<file path="config.mk">
export PLATFORM = sky130hd
export DESIGN_NAME = alarm_sequencer_flat
export DESIGN_NICKNAME = d
export VERILOG_FILES = /design/src/rtl/alarm_pkg.sv /design/src/rtl/alarm_sequencer_if.sv /design/src/rtl/alarm_sequencer_sec_countdown.sv /design/src/rtl/alarm_sequencer.sv /design/src/flat_wrapper.sv
export SDC_FILE = /design/constraint.sdc
export NUM_CORES = 1
export LEC_CHECK = 0
export BUFFER_PORTS_ARGS = -buffer_cell sky130_fd_sc_hd__clkbuf_2
export CAP_MARGIN = 20
export CORE_MARGIN = 3
export CORE_UTILIZATION = 51
export CTS_CLUSTER_DIAMETER = 50
export CTS_CLUSTER_SIZE = 8
export DETAILED_ROUTE_END_ITERATION = 16
export PLACE_DENSITY_LB_ADDON = 0.2
export RECOVER_POWER = 25
export SLEW_MARGIN = 15
export SYNTH_ARGS = -nofsm -noshare
export SYNTH_HDL_FRONTEND = slang
export SYNTH_SLANG_ARGS = --single-unit
</file>
<file path="constraint.sdc">
create_clock -name clk -period 5.1 [get_ports clk]
set_clock_uncertainty 0.1 [all_clocks]
set_input_delay 0.255 -clock clk [delete_from_list [all_inputs] [get_ports clk]]
set_output_delay 0.255 -clock clk [all_outputs]
set_load 0.01 [all_outputs]
</file>
<file path="src/rtl/alarm_pkg.sv">
// Shared types, default timing constants and width helpers for the alarm sequencer.
package alarm_pkg;

  typedef enum logic [1:0] {
    IDLE   = 2'b00,
    RING   = 2'b01,
    SNOOZE = 2'b10
  } alarm_state_t;

  localparam int DEF_SNOOZE_SEC       = 540;
  localparam int DEF_RING_TIMEOUT_SEC = 300;
  localparam int DEF_MAX_SNOOZES      = 3;

  // Countdown must hold the longer of the two periods.
  function automatic int sec_width(input int snooze_sec, input int ring_sec);
    int longest;
    longest = (snooze_sec > ring_sec) ? snooze_sec : ring_sec;
    return $clog2(longest + 1);
  endfunction

  // Keep at least one bit so MAX_SNOOZES=0 still yields a legal vector.
  function automatic int snz_width(input int max_snoozes);
    return (max_snoozes > 0) ? $clog2(max_snoozes + 1) : 1;
  endfunction

endpackage

</file>
<file path="src/rtl/alarm_sequencer_if.sv">
// Event inputs and generator/status outputs of the alarm sequencer.
interface alarm_sequencer_if #(
  parameter int SEC_W = alarm_pkg::sec_width(alarm_pkg::DEF_SNOOZE_SEC, alarm_pkg::DEF_RING_TIMEOUT_SEC),
  parameter int SNZ_W = alarm_pkg::snz_width(alarm_pkg::DEF_MAX_SNOOZES)
);
  logic             sec_tick;
  logic             alarm_en;
  logic             alarm_match;
  logic             snooze_btn;
  logic             dismiss_btn;
  logic             gen_start;
  logic             gen_stop;
  logic             ringing;
  logic             snooze_active;
  logic [SNZ_W-1:0] snooze_count;
  logic [SEC_W-1:0] sec_left;
  logic             missed;

  modport master (
    output sec_tick, alarm_en, alarm_match, snooze_btn, dismiss_btn,
    input  gen_start, gen_stop, ringing, snooze_active, snooze_count, sec_left, missed
  );

  modport slave (
    input  sec_tick, alarm_en, alarm_match, snooze_btn, dismiss_btn,
    output gen_start, gen_stop, ringing, snooze_active, snooze_count, sec_left, missed
  );
endinterface

</file>
<file path="src/rtl/alarm_sequencer_sec_countdown.sv">
// Loadable seconds down-counter; saturates at zero, clear beats load beats tick.
module sec_countdown #(
  parameter int W = 10
) (
  input  logic         clk,
  input  logic         rst_n,
  input  logic         load,
  input  logic [W-1:0] load_val,
  input  logic         tick,
  input  logic         clr,
  output logic [W-1:0] count,
  output logic         expire
);

  logic [W-1:0] count_r;

  // Count register: clear, reload, or decrement on a tick while non-zero.
  always_ff @(posedge clk or negedge rst_n) begin
    if (!rst_n) begin
      count_r <= '0;
    end else if (clr) begin
      count_r <= '0;
    end else if (load) begin
      count_r <= load_val;
    end else if (tick && (count_r != '0)) begin
      count_r <= count_r - W'(1);
    end else begin
      count_r <= count_r;
    end
  end

  assign count  = count_r;
  assign expire = tick & (count_r == W'(1));

endmodule

</file>
<file path="src/rtl/alarm_sequencer.sv">
// Alarm ring/snooze/dismiss controller driving the tone pattern generator's start/stop.
module alarm_sequencer
  import alarm_pkg::*;
#(
  parameter int SNOOZE_SEC       = DEF_SNOOZE_SEC,
  parameter int RING_TIMEOUT_SEC = DEF_RING_TIMEOUT_SEC,
  parameter int MAX_SNOOZES      = DEF_MAX_SNOOZES,
  parameter int SEC_W            = sec_width(SNOOZE_SEC, RING_TIMEOUT_SEC),
  parameter int SNZ_W            = snz_width(MAX_SNOOZES)
) (
  input logic               clk,
  input logic               rst_n,
  alarm_sequencer_if.slave  bus
);

  alarm_state_t     state_r, next_state_s;
  logic [SNZ_W-1:0] snz_cnt_r, next_snz_cnt_s;
  logic             missed_r, next_missed_s;
  logic             gen_start_r, gen_stop_r, ringing_r, snooze_active_r;
  logic             load_s, clr_s, expire_s;
  logic [SEC_W-1:0] load_val_s, count_s;

  sec_countdown #(.W(SEC_W)) u_countdown (
    .clk      (clk),
    .rst_n    (rst_n),
    .load     (load_s),
    .load_val (load_val_s),
    .tick     (bus.sec_tick),
    .clr      (clr_s),
    .count    (count_s),
    .expire   (expire_s)
  );

  // Next-state and counter control, events resolved in priority order.
  always_comb begin
    next_state_s   = state_r;
    next_snz_cnt_s = snz_cnt_r;
    next_missed_s  = missed_r;
    load_s         = 1'b0;
    load_val_s     = '0;
    clr_s          = 1'b0;
    case (state_r)
      IDLE: begin
        if (!bus.alarm_en) begin
          next_state_s = IDLE;
        end else if (bus.dismiss_btn) begin
          next_missed_s = 1'b0;
        end else if (bus.alarm_match) begin
          next_state_s   = RING;
          load_s         = 1'b1;
          load_val_s     = SEC_W'(RING_TIMEOUT_SEC);
          next_snz_cnt_s = '0;
          next_missed_s  = 1'b0;
        end else begin
          next_state_s = IDLE;
        end
      end
      RING: begin
        if (!bus.alarm_en || bus.dismiss_btn) begin
          next_state_s = IDLE;
        end else if (bus.snooze_btn && (snz_cnt_r < SNZ_W'(MAX_SNOOZES))) begin
          next_state_s   = SNOOZE;
          load_s         = 1'b1;
          load_val_s     = SEC_W'(SNOOZE_SEC);
          next_snz_cnt_s = snz_cnt_r + SNZ_W'(1);
        end else if (expire_s) begin
          next_state_s  = IDLE;
          next_missed_s = 1'b1;
        end else begin
          next_state_s = RING;
        end
      end
      SNOOZE: begin
        if (!bus.alarm_en || bus.dismiss_btn) begin
          next_state_s = IDLE;
        end else if (expire_s) begin
          next_state_s = RING;
          load_s       = 1'b1;
          load_val_s   = SEC_W'(RING_TIMEOUT_SEC);
        end else begin
          next_state_s = SNOOZE;
        end
      end
      default: begin
        next_state_s = IDLE;
      end
    endcase
    // Every path into IDLE parks the countdown and forgets the snooze history.
    if (next_state_s == IDLE) begin
      clr_s          = 1'b1;
      next_snz_cnt_s = '0;
    end else begin
      clr_s = 1'b0;
    end
  end

  // State and registered outputs; gen_start marks only the first RING cycle.
  always_ff @(posedge clk or negedge rst_n) begin
    if (!rst_n) begin
      state_r         <= IDLE;
      snz_cnt_r       <= '0;
      missed_r        <= 1'b0;
      gen_start_r     <= 1'b0;
      gen_stop_r      <= 1'b1;
      ringing_r       <= 1'b0;
      snooze_active_r <= 1'b0;
    end else begin
      state_r         <= next_state_s;
      snz_cnt_r       <= next_snz_cnt_s;
      missed_r        <= next_missed_s;
      gen_start_r     <= (next_state_s == RING) && (state_r != RING);
      gen_stop_r      <= (next_state_s != RING);
      ringing_r       <= (next_state_s == RING);
      snooze_active_r <= (next_state_s == SNOOZE);
    end
  end

  assign bus.gen_start     = gen_start_r;
  assign bus.gen_stop      = gen_stop_r;
  assign bus.ringing       = ringing_r;
  assign bus.snooze_active = snooze_active_r;
  assign bus.snooze_count  = snz_cnt_r;
  assign bus.sec_left      = count_s;
  assign bus.missed        = missed_r;

endmodule

</file>
<file path="src/flat_wrapper.sv">
// flat-port wrapper written by rule: the top's interface ports become plain ports
module alarm_sequencer_flat import alarm_pkg::*;
#(
  parameter int SNOOZE_SEC       = DEF_SNOOZE_SEC,
  parameter int RING_TIMEOUT_SEC = DEF_RING_TIMEOUT_SEC,
  parameter int MAX_SNOOZES      = DEF_MAX_SNOOZES,
  parameter int SEC_W            = sec_width(SNOOZE_SEC, RING_TIMEOUT_SEC),
  parameter int SNZ_W            = snz_width(MAX_SNOOZES)
)
  (clk, rst_n, bus_sec_tick, bus_alarm_en, bus_alarm_match, bus_snooze_btn, bus_dismiss_btn, bus_gen_start, bus_gen_stop, bus_ringing, bus_snooze_active, bus_snooze_count, bus_sec_left, bus_missed);
  alarm_sequencer_if #(.SEC_W(SEC_W), .SNZ_W(SNZ_W)) bus_i ();
  input logic clk;
  input logic rst_n;
  input wire logic [$bits(bus_i.sec_tick)-1:0] bus_sec_tick;
  input wire logic [$bits(bus_i.alarm_en)-1:0] bus_alarm_en;
  input wire logic [$bits(bus_i.alarm_match)-1:0] bus_alarm_match;
  input wire logic [$bits(bus_i.snooze_btn)-1:0] bus_snooze_btn;
  input wire logic [$bits(bus_i.dismiss_btn)-1:0] bus_dismiss_btn;
  output wire logic [$bits(bus_i.gen_start)-1:0] bus_gen_start;
  output wire logic [$bits(bus_i.gen_stop)-1:0] bus_gen_stop;
  output wire logic [$bits(bus_i.ringing)-1:0] bus_ringing;
  output wire logic [$bits(bus_i.snooze_active)-1:0] bus_snooze_active;
  output wire logic [$bits(bus_i.snooze_count)-1:0] bus_snooze_count;
  output wire logic [$bits(bus_i.sec_left)-1:0] bus_sec_left;
  output wire logic [$bits(bus_i.missed)-1:0] bus_missed;
  assign bus_i.sec_tick = bus_sec_tick;
  assign bus_i.alarm_en = bus_alarm_en;
  assign bus_i.alarm_match = bus_alarm_match;
  assign bus_i.snooze_btn = bus_snooze_btn;
  assign bus_i.dismiss_btn = bus_dismiss_btn;
  assign bus_gen_start = bus_i.gen_start;
  assign bus_gen_stop = bus_i.gen_stop;
  assign bus_ringing = bus_i.ringing;
  assign bus_snooze_active = bus_i.snooze_active;
  assign bus_snooze_count = bus_i.snooze_count;
  assign bus_sec_left = bus_i.sec_left;
  assign bus_missed = bus_i.missed;
  alarm_sequencer #(.SNOOZE_SEC(SNOOZE_SEC), .RING_TIMEOUT_SEC(RING_TIMEOUT_SEC), .MAX_SNOOZES(MAX_SNOOZES), .SEC_W(SEC_W), .SNZ_W(SNZ_W)) u_core (.clk(clk), .rst_n(rst_n), .bus(bus_i));
endmodule
</file>
Word level (Yosys, flattened, before mapping)
Index checks and enable logic that the tools add are counted.
- register bits: 19
- ROM bits: 0
- memories kept: 0
- RAM bits: 0
- latch bits: 0
- $add $sub $neg: 2
- order comparisons: 1
- mux-type cells: 43
- bitwise operators: 1
- shift operators: 0
- equality and inequality tests: 17
- reductions and logical operators: 13
- div/mod/pow operators: 0
- multiply operators: 0
- operators with widths (cell ; count):
    10-bit two-way mux ; 8
    10-bit case mux with 3 select lines ; 1
    2-bit two-way mux ; 12
    9-bit two-way mux ; 2
    1-bit two-way mux ; 16
    6-bit AND reduction ; 2
    10-bit by 1-bit == test with 1-bit output (second input constant) ; 1
    10-bit nonzero test ; 1
    10-bit by 1-bit subtractor with 10-bit output (second input constant) ; 1
    3-bit by 2-bit inequality test with 1-bit output (second input constant) ; 3
    2-bit by 1-bit inequality test with 1-bit output (second input constant) ; 3
    2-bit inequality test (second input constant) ; 3
    3-bit inequality test (second input constant) ; 2
    2-bit case mux with 3 select lines ; 1
    3-bit nonzero test ; 2
    2-bit by 1-bit == test with 1-bit output (second input constant) ; 2
    2-bit == test (second input constant) ; 2
    2-bit zero test ; 2
    2-bit case mux with 2 select lines ; 1
    1-bit logical AND ; 3
    3-bit by 1-bit inequality test with 1-bit output (second input constant) ; 1
    1-bit case mux with 3 select lines ; 1
    2-bit by 1-bit adder with 2-bit output (second input constant) ; 1
    2-bit < comparator (second input constant) ; 1
    other kinds (5) ; 5

Logic depth before layout (Yosys ltp)
- word-level depth: 9
- depth in mapped cells: 7
- gate-level depth less buffers: 7

Hierarchy
A second synthesis with hierarchy kept.
- cells, all modules: 129
- area, all modules: 1179.9 µm²
- modules (own cells, without submodules) (module ; area each (µm²) ; cells an instance ; instances):
    sec_countdown ; 690.7 ; 78 ; 1
    alarm_sequencer ; 489.2 ; 51 ; 1

Worst setup path after synthesis
OpenSTA, ideal clock, no wires.
- kind: register to register
- start: reg u_core.u_countdown.count_r[4], in the netlist u_core.u_countdown.count[4]
- end: reg u_core.u_countdown.count_r[5], in the netlist u_core.u_countdown.count[5]
- clock period less this slack: 2.272 ns
- buffers on the path: 1
- data required time: 4.901 ns
- library setup time: 0.099 ns
- cell stages (with the launch flop): 6
- data arrival time: 2.072 ns
- slack: 2.828 ns
- cell sequence: dfrtp_1 or4_1 buf_2 or4_4 o21a_4 a311oi_1
- word-level cells in the longest chain between the ends: 9
- elaborated cells on any way between the ends: 23
- those cells by class: 1 x add/sub; 1 x eq/ne; 16 x mux; 1 x bitwise; 4 x reduce/logical
- RTL lines (item ; line ; source):
    from (decl) ; alarm_sequencer_sec_countdown.sv:15 ; logic [W-1:0] count_r;
    from (signal assigned) ; alarm_sequencer_sec_countdown.sv:24 ; count_r <= load_val;
    from (signal assigned) ; alarm_sequencer_sec_countdown.sv:26 ; count_r <= count_r - W'(1);
    from (signal assigned) ; alarm_sequencer_sec_countdown.sv:28 ; count_r <= count_r;
    10-bit by 1-bit == test with 1-bit output ; alarm_sequencer_sec_countdown.sv:33 ; assign expire = tick & (count_r == W'(1));
    1-bit AND ; alarm_sequencer_sec_countdown.sv:33 ;
    1-bit two-way mux ; alarm_sequencer.sv:66 ; end else if (expire_s) begin
    2-bit two-way mux ; alarm_sequencer.sv:61 ; end else if (bus.snooze_btn && (snz_cnt_r < SNZ_W'(MAX_SNOOZES))) begin
    2-bit two-way mux ; alarm_sequencer.sv:59 ; if (!bus.alarm_en || bus.dismiss_btn) begin
    2-bit case mux with 3 select lines ; alarm_sequencer.sv:42 ; case (state_r)
    2-bit zero test ; alarm_sequencer.sv:89 ; if (next_state_s == IDLE) begin
    1-bit two-way mux ; alarm_sequencer.sv:89 ;
    3-bit nonzero test (no source line) / 10-bit two-way mux (equally long branches) ; - ;
Several ways; a longest one is shown, not always the timed one. The select of a mux whose other input is x is not followed.
A chain may end at the register's enable or synchronous reset.

Worst setup path after layout
- start: reg u_core.u_countdown.count_r[0], in the netlist u_core.u_countdown.count[0]
- end: reg u_core.u_countdown.count_r[2], in the netlist u_core.u_countdown.count[2]
The elaborated chain is that of the path after synthesis.

==> impl_metrics.env <==
export IMPL_reg2reg_depth=6
export IMPL_post_place_ws_ns=2.70
export IMPL_synth_nets=116
export IMPL_reg2reg_setup_slack_ns=2.63
export IMPL_syn_inst=105
export IMPL_p_int_uw=196
export IMPL_dp_hpwl_um=1750
export IMPL_r2r_start="u_core.u_countdown.count[0]$_DFFE_PN0P_"
export IMPL_p_switching_uw=74.1
export IMPL_slew_violations=0
export IMPL_routedWlPerCell_um=15.2
export IMPL_tns_ns=0
export IMPL_yosys_warnings=0
export IMPL_antenna_found_initial=0
export IMPL_setup_violations=0
export IMPL_power_leakage_nw=0.570
export IMPL_viasPerCell=6.12
export IMPL_cts_clk_slew_worst_paths_ns=0.12
export IMPL_layout_commonest_cell="clkbuf_2"
export IMPL_ff_latch_area_um2=477
export IMPL_p_per_area_mw_per_mm2=220
export IMPL_area_growth_pct=16.5
export IMPL_required_ns=5.18
export IMPL_antenna_cells=0
export IMPL_wirelength_um=2380
export IMPL_route_detailed_drc=0
export IMPL_multi_input_area_um2=543
export IMPL_rows=15
export IMPL_tightest_slew_ns=1.01
export IMPL_ctsResizeCount=0
export IMPL_clk_latency_ns=0.32
export IMPL_drtPass1Iterations=4
export IMPL_synth_edff_count=0
export IMPL_use_met1=0.268
export IMPL_synth_area_leaders="dfrtp_1 43%, ha_1 4.8%, or3_1 3.6%"
export IMPL_drt_iter0_markers=18
export IMPL_io_buffers=23
export IMPL_ctsLongestPathBuffers=2
export IMPL_die_area_mm2=0.00264
export IMPL_setup_slack_ns=2.63
export IMPL_gp_congestion=0.805
export IMPL_finalCriticalPeriod_ns=2.47
export IMPL_crit_type="reg -> reg"
export IMPL_start_util=0.571
export IMPL_cp_arrival_ns=2.54
export IMPL_startpoint="u_core.u_countdown.count[0]$_DFFE_PN0P_"
export IMPL_fp_dieH_um=51.4
export IMPL_cp_start_kind="register"
export IMPL_layout_nets=143
export IMPL_slew_headroom=0.325
export IMPL_comb_power_share=0.118
export IMPL_post_route_period_util=0.483
export IMPL_synth_top_area_frac=0.429
export IMPL_synth_seq_cells=19
export IMPL_busiest_layer="met2"
export IMPL_status="complete, no violations"
export IMPL_rsz0062_at_grt="false"
export IMPL_p_seq_frac=0.581
export IMPL_critPathCapture="u_core.u_countdown.count[2]$_DFFE_PN0P_"
export IMPL_gr_total_overflow=0
export IMPL_mostFrequentLayoutCells="22 x clkbuf_2, 18 x dfrtp_1"
export IMPL_switching_share=0.275
export IMPL_coreArea_mm2=0.00184
export IMPL_worstPathMaxFanout=7
export IMPL_synth_cell_types=39
export IMPL_grt_pass1_wl_um=3960
export IMPL_antenna_left=0
export IMPL_grt_pass1_vias=873
export IMPL_hold_viol=0
export IMPL_clockRootBuffer="clkbuf_4"
export IMPL_syn_area_per_cell_um2=10.0
export IMPL_ys_seq_area_frac=0.454
export IMPL_power_frac_clock=0.301
export IMPL_maxCapViolations=0
export IMPL_min_path_type="in -> reg"
export IMPL_cts_max_level=1
export IMPL_cts_tree="yes"
export IMPL_grtUsageTotal=0.198
export IMPL_drive_above_1_share=0.252
export IMPL_synth_top_cell_by_area="dfrtp_1"
export IMPL_synth_ff_type="dfrtp_1"
export IMPL_cts_sinks=19
export IMPL_nFillCells=159
export IMPL_vdd_drop_max_mv=0.143
export IMPL_vias=954
export IMPL_numCtsBuffers=3
export IMPL_dieWidth_um=51.4
export IMPL_boundaryPins=24
export IMPL_fmax_mhz=406
export IMPL_critical_path_endpoint_type="register"
export IMPL_rr_endpoint="u_core.u_countdown.count[2]$_DFFE_PN0P_"
export IMPL_ys_async_sr_fraction=1.00
export IMPL_syn_area_mm2=0.00105
export IMPL_grt_use_met3=0.0379
export IMPL_grt_max_degree=20
export IMPL_grtUsageMet2=0.316
export IMPL_postCtsSetupBuffers=0
export IMPL_hp_start="bus_alarm_en"
-- through the flow --
stage	instances	utilization	hold slack, ns	area (um2)	total power, mW
after detailed placement	151	0.646	0.127	1190	0.191
after CTS	156	0.667	0.191	1230	0.269
after global placement	151	0.646	0.123	1190	0.190
after floorplan	105	-	-0.141	1050	0.178
after global routing	156	0.666	0.220	1220	0.279
final	156	0.666	0.189	1220	0.270
-- flip-flops by register name (all words and copies together) (netlist names) --
name / flops
u_core.bus.snooze_active: 1
u_core.u_countdown.count: 10
u_core.bus.gen_start: 1
u_core.bus.gen_stop: 1
u_core.bus.missed: 1
u_core.bus.snooze_count: 2
u_core.state_r: 2
u_core.bus.ringing: 1
-- routing by layer --
layer,share of wire,up-vias
met1,0.45,461
met3,0.059,3
met2,0.47,38
met4,0.011,0
met5,0,-
li1,-,452
-- Yosys cell counts (all sizes together), types with 3 or more instances --
master  instances
a21oi           5
a311oi          3
dfrtp          18
ha              4
inv             6
nand2           6
nand3           3
nor2            4
nor2b           4
nor3b           3
o21ai           6
or3             6
or4             4
-- worst max-delay path, stage by stage (launching register included) --
cell,delay (ns)
dfrtp_1,0.45
inv_1,0.13
ha_1,0.17
or4b_2,0.65
nor3_1,0.52
or3_1,0.19
a41oi_1,0.11
-- worst min-delay path by stage --
stage / end / slack [ns] / cells after the start
6_report: u_core.bus.missed$_DFFE_PN0P_ / 0.19 / 4
5_1_grt: u_core.bus.missed$_DFFE_PN0P_ / 0.22 / 4
4_1_cts: u_core.bus.missed$_DFFE_PN0P_ / 0.19 / 4
3_5_place_dp: u_core.u_countdown.count[6]$_DFFE_PN0P_ / 0.13 / 1
3_3_place_gp: u_core.u_countdown.count[7]$_DFFE_PN0P_ / 0.12 / 1
2_1_floorplan: u_core.bus.gen_start$_DFF_PN0_ / -0.14 / 0
-- power by group through the flow --
| stage | Clock (mW) | Combinational [mW] | Sequential (mW) |
|---|---|---|---|
| final | 0.0812 | 0.0319 | 0.157 |
| after global routing | 0.0863 | 0.0353 | 0.157 |
| after CTS | 0.0802 | 0.0319 | 0.156 |
| after detailed placement | 0 | 0.0311 | 0.159 |
| after global placement | 0 | 0.0306 | 0.159 |
| after floorplan | 0 | 0.0188 | 0.159 |
-- cell families (layout without fill, tap and decap cells) --
logic type      Yosys count  count (layout)  share of synthesized area
flops                    19              19                      0.454
fa+ha+maj                 4               4                     0.0476
xor+xnor                  2               2                     0.0167
compound gates           28              28                      0.188
mux                       1               1                    0.00952
simple gates             43              43                      0.255
buf+inv                   8              34                     0.0298
-- area by class of cell --
cell class	instances	share of cell area
clock inverter	1	0.00409
multi-input combinational	78	0.443
timing repair buffer	24	0.101
inverter	6	0.0184
clock buffer	3	0.0184
sequential	19	0.389
tap	25	0.0255
-- timing repair --
| item | CTS | global route |
|---|---|---|
| endpoints found under the setup margin | 0 | 0 |
| endpoints found under the hold margin | 18 | 0 |
| hold buffers | 1 | 0 |
No activity file was read; power rests on OpenSTA's default activity.
